--- src/rtl/reg_write_arbiter.sv ---
// reg_write_arbiter
// Round-robin arbiter for the register file's single write port. Requesters A (ALU) and
// M (memory load) compete for the port. Each grant produces a one-cycle ACK and a registered
// write (write_o/inaddress_o/in_o). A pending-write scoreboard flags read hazards.
//
// Ports:
//   clk_i, rst_ni              clock, asynchronous active-low reset
//   hold_i                     blocks new grants; the write already in the output stage finishes
//   req_a_i/addr_a_i/data_a_i  requester A request, destination register and data
//   ack_a_o                    one-cycle grant pulse to A
//   req_m_i/addr_m_i/data_m_i  requester M request, destination register and data
//   ack_m_o                    one-cycle grant pulse to M
//   write_o/inaddress_o/in_o   register file write enable, address and data
//   chk_en{1,2}_i, chk_addr{1,2}_i  read-port hazard checks
//   stall_o                    combinational hazard flag
//   pending_o                  per-register outstanding-write mask
module reg_write_arbiter #(
    parameter int unsigned DATA_WIDTH = 8,
    parameter int unsigned ADDR_WIDTH = 3
) (
    input  logic                         clk_i,
    input  logic                         rst_ni,
    input  logic                         hold_i,
    input  logic                         req_a_i,
    input  logic [ADDR_WIDTH-1:0]        addr_a_i,
    input  logic [DATA_WIDTH-1:0]        data_a_i,
    output logic                         ack_a_o,
    input  logic                         req_m_i,
    input  logic [ADDR_WIDTH-1:0]        addr_m_i,
    input  logic [DATA_WIDTH-1:0]        data_m_i,
    output logic                         ack_m_o,
    output logic                         write_o,
    output logic [ADDR_WIDTH-1:0]        inaddress_o,
    output logic [DATA_WIDTH-1:0]        in_o,
    input  logic                         chk_en1_i,
    input  logic [ADDR_WIDTH-1:0]        chk_addr1_i,
    input  logic                         chk_en2_i,
    input  logic [ADDR_WIDTH-1:0]        chk_addr2_i,
    output logic                         stall_o,
    output logic [(2**ADDR_WIDTH)-1:0]   pending_o
);

    localparam int unsigned NumRegs = 2**ADDR_WIDTH;

    // Which requester received the most recent grant.
    typedef enum logic {LastA = 1'b0, LastM = 1'b1} last_e;

    last_e                 last_q;
    logic                  ack_a_q;
    logic                  ack_m_q;
    logic                  write_q;
    logic [ADDR_WIDTH-1:0] inaddress_q;
    logic [DATA_WIDTH-1:0] in_q;

    logic elig_a;
    logic elig_m;
    logic grant_a;
    logic grant_m;

    // A request whose ACK is still high is the one just served; excluding it stops a double grant.
    assign elig_a = req_a_i & ~ack_a_q & ~hold_i;
    assign elig_m = req_m_i & ~ack_m_q & ~hold_i;

    // On conflict the requester not granted last wins.
    assign grant_a = elig_a & (~elig_m | (last_q == LastM));
    assign grant_m = elig_m & (~elig_a | (last_q == LastA));

    always_ff @(posedge clk_i or negedge rst_ni) begin
        if (!rst_ni) begin
            last_q      <= LastM;
            ack_a_q     <= 1'b0;
            ack_m_q     <= 1'b0;
            write_q     <= 1'b0;
            inaddress_q <= '0;
            in_q        <= '0;
        end else begin
            ack_a_q <= grant_a;
            ack_m_q <= grant_m;
            write_q <= grant_a | grant_m;
            if (grant_a) begin
                last_q      <= LastA;
                inaddress_q <= addr_a_i;
                in_q        <= data_a_i;
            end else if (grant_m) begin
                last_q      <= LastM;
                inaddress_q <= addr_m_i;
                in_q        <= data_m_i;
            end
        end
    end

    assign ack_a_o     = ack_a_q;
    assign ack_m_o     = ack_m_q;
    assign write_o     = write_q;
    assign inaddress_o = inaddress_q;
    assign in_o        = in_q;

    // A register is pending while a request for it is unserved or its write is in the output stage.
    always_comb begin
        pending_o = '0;
        for (int unsigned i = 0; i < NumRegs; i++) begin
            pending_o[i] = (req_a_i & ~ack_a_q & (addr_a_i == ADDR_WIDTH'(i))) |
                           (req_m_i & ~ack_m_q & (addr_m_i == ADDR_WIDTH'(i))) |
                           (write_q & (inaddress_q == ADDR_WIDTH'(i)));
        end
    end

    assign stall_o = (chk_en1_i & pending_o[chk_addr1_i]) | (chk_en2_i & pending_o[chk_addr2_i]);

endmodule

--- config.mk ---
export PLATFORM = sky130hd
export DESIGN_NAME = reg_write_arbiter
export DESIGN_NICKNAME = d
export VERILOG_FILES = /design/src/rtl/reg_write_arbiter.sv
export SDC_FILE = /design/constraint.sdc
export NUM_CORES = 1
export LEC_CHECK = 0
export ABC_CLOCK_PERIOD_IN_PS = 2900
export CORE_MARGIN = 2
export CORE_UTILIZATION = 35
export CTS_CLUSTER_SIZE = 25
export DETAILED_ROUTE_END_ITERATION = 8
export GPL_TIMING_DRIVEN = 1
export PLACE_DENSITY = 0.73
export SLEW_MARGIN = 0
export SYNTH_ARGS = -nofsm -noshare
export SYNTH_HDL_FRONTEND = slang
export SYNTH_SLANG_ARGS = --single-unit
--- constraint.sdc ---
create_clock -name clk_i -period 2.9 [get_ports clk_i]
set_clock_uncertainty 0.1 [all_clocks]
set_input_delay 0.725 -clock clk_i [delete_from_list [all_inputs] [get_ports clk_i]]
set_output_delay 0.725 -clock clk_i [all_outputs]
set_load 0.005 [all_outputs]
After elaboration in Yosys (flattened, before gate mapping) --
Index checks and enable logic that the tools add are counted.
Word-level totals: output and inout port bits 23, memories kept 0, memory bits (writable) 0, bits in latches 0, word-level logic and storage cells 101, register bits after elaboration 15, input port bits 35, ROM bits 0
Operators by class: reductions and logical operators 4, shifts and indexed selects 0, $lt $le $gt $ge 2, equality and inequality tests 21, bitwise operators 58, div/mod/pow operators 0, mux-type cells 10, add/subtract/negate cells 0, $mul 0
Operators with widths (count):
- == test 3 bit (second input constant) | 12
- bitwise AND 1 bit | 32
- bitwise OR 1 bit | 20
- == test 3 x 2 -> 1 bit (second input constant) | 6
- two-way mux 8 bit | 2
- == test 3 x 1 -> 1 bit (second input constant) | 3
- logical NOT 3 bit | 3
- less-than comparator 3 x 4 -> 1 bit (second input constant) | 2
- binary-select mux 1 bit (select 3 bit) | 2
- two-way mux 3 bit | 2
- inverter 1 bit | 6
- two-way mux 1 bit | 4
- nonzero test 2 bit | 1

Logic depth before layout (Yosys ltp) --
depth in word-level cells 9, depth in mapped cells 7, gate-level depth less buffers 6

Least setup slack after synthesis --
OpenSTA, ideal clock, no wires.
path type input-to-output, from input port addr_a_i[2], to output port stall_o, stages on the path 6, setup slack 0.328 ns, path buffers 0, arrival time 1.747 ns, path through or3b_4 nor2_1 or2_1 mux2_2 o22ai_2 o22ai_2
Between the ends: cells in the longest elaborated chain, start to end 8
Ends and longest elaborated chain:
- from (decl) | line 25 | input logic [ADDR_WIDTH-1:0] addr_a_i,
- == test 3 x 1 -> 1 bit (*) | line 102 | pending_o[i] = (req_a_i & ~ack_a_q & (addr_a_i == ADDR_WIDTH'(i))) |
- bitwise AND 1 bit (*) | line 102
- bitwise OR 1 bit (*) | line 102
- bitwise OR 1 bit (*) | line 103 | (req_m_i & ~ack_m_q & (addr_m_i == ADDR_WIDTH'(i))) |
- net pending_o[1] | line 40 | output logic [(2**ADDR_WIDTH)-1:0] pending_o
- binary-select mux 1 bit (select 3 bit) | line 108 | assign stall_o = (chk_en1_i & pending_o[chk_addr1_i]) | (chk_en2_i & pending_o[chk_addr2_i]);
- two-way mux 1 bit (not written as such) | line 108
- bitwise AND 1 bit | line 108
- bitwise OR 1 bit (*) | line 108
- to (decl) | line 39 | output logic stall_o,
Mark *: on every way through the listed nets, which the timed path passes. The rest lies on a longest branch. The select of a mux whose other input is x is not followed.

Final worst setup path --
from input port req_a_i, to output port stall_o
Between the ends: cells in the longest elaborated chain, start to end 8
Ends and longest elaborated chain:
- from (decl) | line 24 | input logic req_a_i,
- bitwise AND 1 bit (*) | line 102
- bitwise AND 1 bit | line 102
- bitwise OR 1 bit | line 102
- bitwise OR 1 bit | line 103
- binary-select mux 1 bit (select 3 bit) | line 108
- two-way mux 1 bit (not written as such) | line 108
- bitwise AND 1 bit | line 108
- bitwise OR 1 bit (*) | line 108
Every way passes the cells marked *; elsewhere a longest branch is shown, timed or not. The select of a mux whose other input is x is not followed.

==> flow_summary.yaml <==
status:
  status: "complete, but fails checks"
  violations: "negative setup slack"
yosys:
  yosysWarnings: 0
  ys_async_sr_fraction: 1.000
  synth_cell_types: 35
  synthCells: 120
  synth_area_leaders: "dfrtp_1 (32%), mux2i_1 (8.2%), a21oi_1 (4.5%)"
  ys_seq_area_frac: 0.3417
  synth.most_common_cell: "dfrtp_1"
  synth-edff-count: 0
  synth.avg_cell_area_sq_um: 9.186
  ys_ff_latch: 15
  synth_nets: 155
  synth_common_cells: "dfrtp_1 (14), nor2_1 (13), a21oi_1 (10), mux2i_1 (9)"
  synthFlopType: "dfrtp_1"
  synth_area_leader_cell: "dfrtp_1"
  syn_area_sq_mm: 0.001102
  synth_top_area_share: 0.3178
floorplanning:
  io-pin-count: 58
  rows: 20
  dieArea_sq_mm: 0.003614
  initial_utilization: 0.3640
  coreArea_sq_mm: 0.003028
  die_w_microns: 60.12
  die_h_microns: 60.12
timing:
  slew_violations: 0
  hold_viol_final: 0
  finalCritPeriodShare: 1.046
  fmax_ghz: 0.3298
  fin_crit_ps: 3032
  timing.final.ws_setup_ps: -132.0
  rsz0062_at_grt: "yes"
  timing.hold.ws_ps: 437.8
  tightest_slew_ps: 673.2
  slew_headroom: 0.5498
  finalSetupViolations: 2
global_routing:
  grt_max_degree: 22
  grt_pass1_wl_microns: 6154
  global_route.overflow_total: 0
  grt_antenna_before_repair: 0
  first_global_vias: 1344
  grt_util_all_layers: 0.2258
drt:
  drtIter0Drc: 39
  vias: 1291
  totalWireLength_microns: 3891
  drt-met1-wl_microns: 1391
  met2WireLength_microns: 2184
  dr.max_layer_used: "met4"
  met3_length_microns: 243
  ant_nets: 0
  viasPerCell: 5.185
  drt_pass1_iterations: 4
  wl_per_cell_microns: 15.63
  drc: 0
setup_path:
  endpoint_kind: "primary output"
  start_kind: "primary input"
  critical_path_class: "in2out"
  worstPathRequired_ps: 2080
  worstPathArrival_ps: 2210
  path_max_fanout: 5
  reg2regPathDepth: 7
power_and_ir_drop:
  leakage_nw: 0.8849
  power-per-cell-area_mw_per_mm2: 366.5
  fin_total_pwr_uw: 764.4
  vdd_drop_max_v: 0.0002471
clock_network:
  htree_levels: 1
  clk_latency_ps: 270
  ctsLongestPathBuffers: 2
  cts_tree: "yes"
  clockRootBuffer: "clkbuf_4"
  cts_buffers: 3
  hold_buffers: 0
  clk_pin_slew_worst_paths_ps: 90
  clock_sinks: 15
run:
  maxCapViolCount: 0
placed_design:
  post-place-ws_ps: -760.5
  portBuffers: 57
  dp_hpwl_microns: 2811
  gp_congestion: 0.8764
  dpl_cell_area_sq_mm: 0.001883
cells_and_area:
  layout-drive-gt1-share: 0.3268
  seq_area_sq_um: 376.6
  n_fill_cell: 249
  n_antenna_cell: 0
  postLayoutCoreUtil: 0.6888
  syn2layout_area_growth_pct: 89.22
  multiInputGateArea_sq_um: 838.3
  finish.net_count: 241
  final_area_sq_mm: 0.002086
min_path:
  min_path_type: "reg2reg"
  whs_path_depth: 2
==> critical path, cell delays in order <==
cell	delay, ps
buf_6	90
or3b_4	250
o22a_1	180
o41ai_4	100
buf_4	150
mux2_4	280
o31ai_4	200
o22ai_2	90
buf_2	130
==> per-layer routing <==
| metal | GRT usage | up-vias |
|---|---|---|
| li1 | - | 624 |
| met1 | 0.2340 | 609 |
| met2 | 0.4441 | 50 |
| met3 | 0.03896 | 8 |
| met4 | 0.07937 | 0 |
| met5 | 0 | - |
==> flip-flops by register name, indices dropped and copies added (netlist names) <==
register     cells
ack_a_o          1
write_o          1
inaddress_o      3
ack_m_o          1
in_o             8
last_q           1
==> cells by family after synthesis <==
group           synth area share
mux                       0.1124
flops                     0.3417
buf+inv                  0.03064
simple gates              0.2202
compound gates            0.2951
==> layout by cell type (no fill, tap or decap), types with 2 or more instances in the layout <==
| cell type | netlist | final |
|---|---|---|
| nand3b_1 | 5 | 5 |
| inv_1 | 3 | 3 |
| o21ai_1 | 4 | 3 |
| mux2_2 | 2 | 2 |
| mux2i_1 | 9 | 9 |
| nand2b_1 | 8 | 5 |
| a21oi_1 | 10 | 10 |
| a22oi_1 | 2 | 2 |
| or2_1 | 2 | 2 |
| or3_1 | 3 | 3 |
| dlygate4sd2_1 | 0 | 4 |
| nor2_1 | 13 | 12 |
| buf_2 | 0 | 5 |
| clkbuf_4 | 0 | 3 |
| o32ai_4 | 0 | 3 |
| buf_6 | 0 | 3 |
| dlymetal6s2s_1 | 0 | 3 |
| o32ai_2 | 2 | 3 |
| o22ai_2 | 2 | 2 |
| dfrtp_1 | 14 | 14 |
| clkdlybuf4s50_1 | 0 | 41 |
| o22a_1 | 3 | 3 |
| buf_4 | 2 | 26 |
| o21ai_0 | 4 | 3 |
| nand2b_4 | 0 | 3 |
| nand2_1 | 8 | 7 |
==> power by group <==
part	total [mW]	internal [mW]	switching, mW	leakage (nW)
Sequential	0.274	0.245	0.0290	0.173
Combinational	0.373	0.218	0.155	0.697
Clock	0.117	0.0533	0.0640	0.0150
Total	0.764	0.517	0.248	0.885
==> final timing paths <==
kind                                          from             endpoint  slack (ps)
worst min-delay path            last_q$_DFFE_PN1P_   last_q$_DFFE_PN1P_         440
worst max-delay path                       req_a_i              stall_o        -130
min in group asynchronous                   rst_ni  in_o[3]$_DFFE_PN0P_         750
worst max register to register   ack_m_o$_DFF_PN0_  in_o[1]$_DFFE_PN0P_        1130
worst min register to register  last_q$_DFFE_PN1P_   last_q$_DFFE_PN1P_         440
max in group asynchronous                   rst_ni    write_o$_DFF_PN0_        1520
==> per-stage QoR <==
stage / setup TNS, ps / instances
floorplan: 0 / 120
global placement: -3806 / 239
detailed placement: -4101 / 239
CTS: -152.6 / 249
global route: -286.2 / 249
finish: -185.2 / 249
==> layout make-up <==
cell class | instances | share of cell area
Tap cell | 44 | 0.02639
Timing Repair Buffer | 85 | 0.3731
Multi-Input combinational cell | 98 | 0.4019
Sequential cell | 15 | 0.1806
Inverter | 3 | 0.005399
Clock buffer | 4 | 0.01260
==> repair_timing <==
item | CTS | global route
gates resized for setup | 57 | 10
endpoints found under the setup margin | 9 | 6
setup buffers | 6 | 0
pin swaps | 14 | 3
Power figures use the tool's default switching activity.
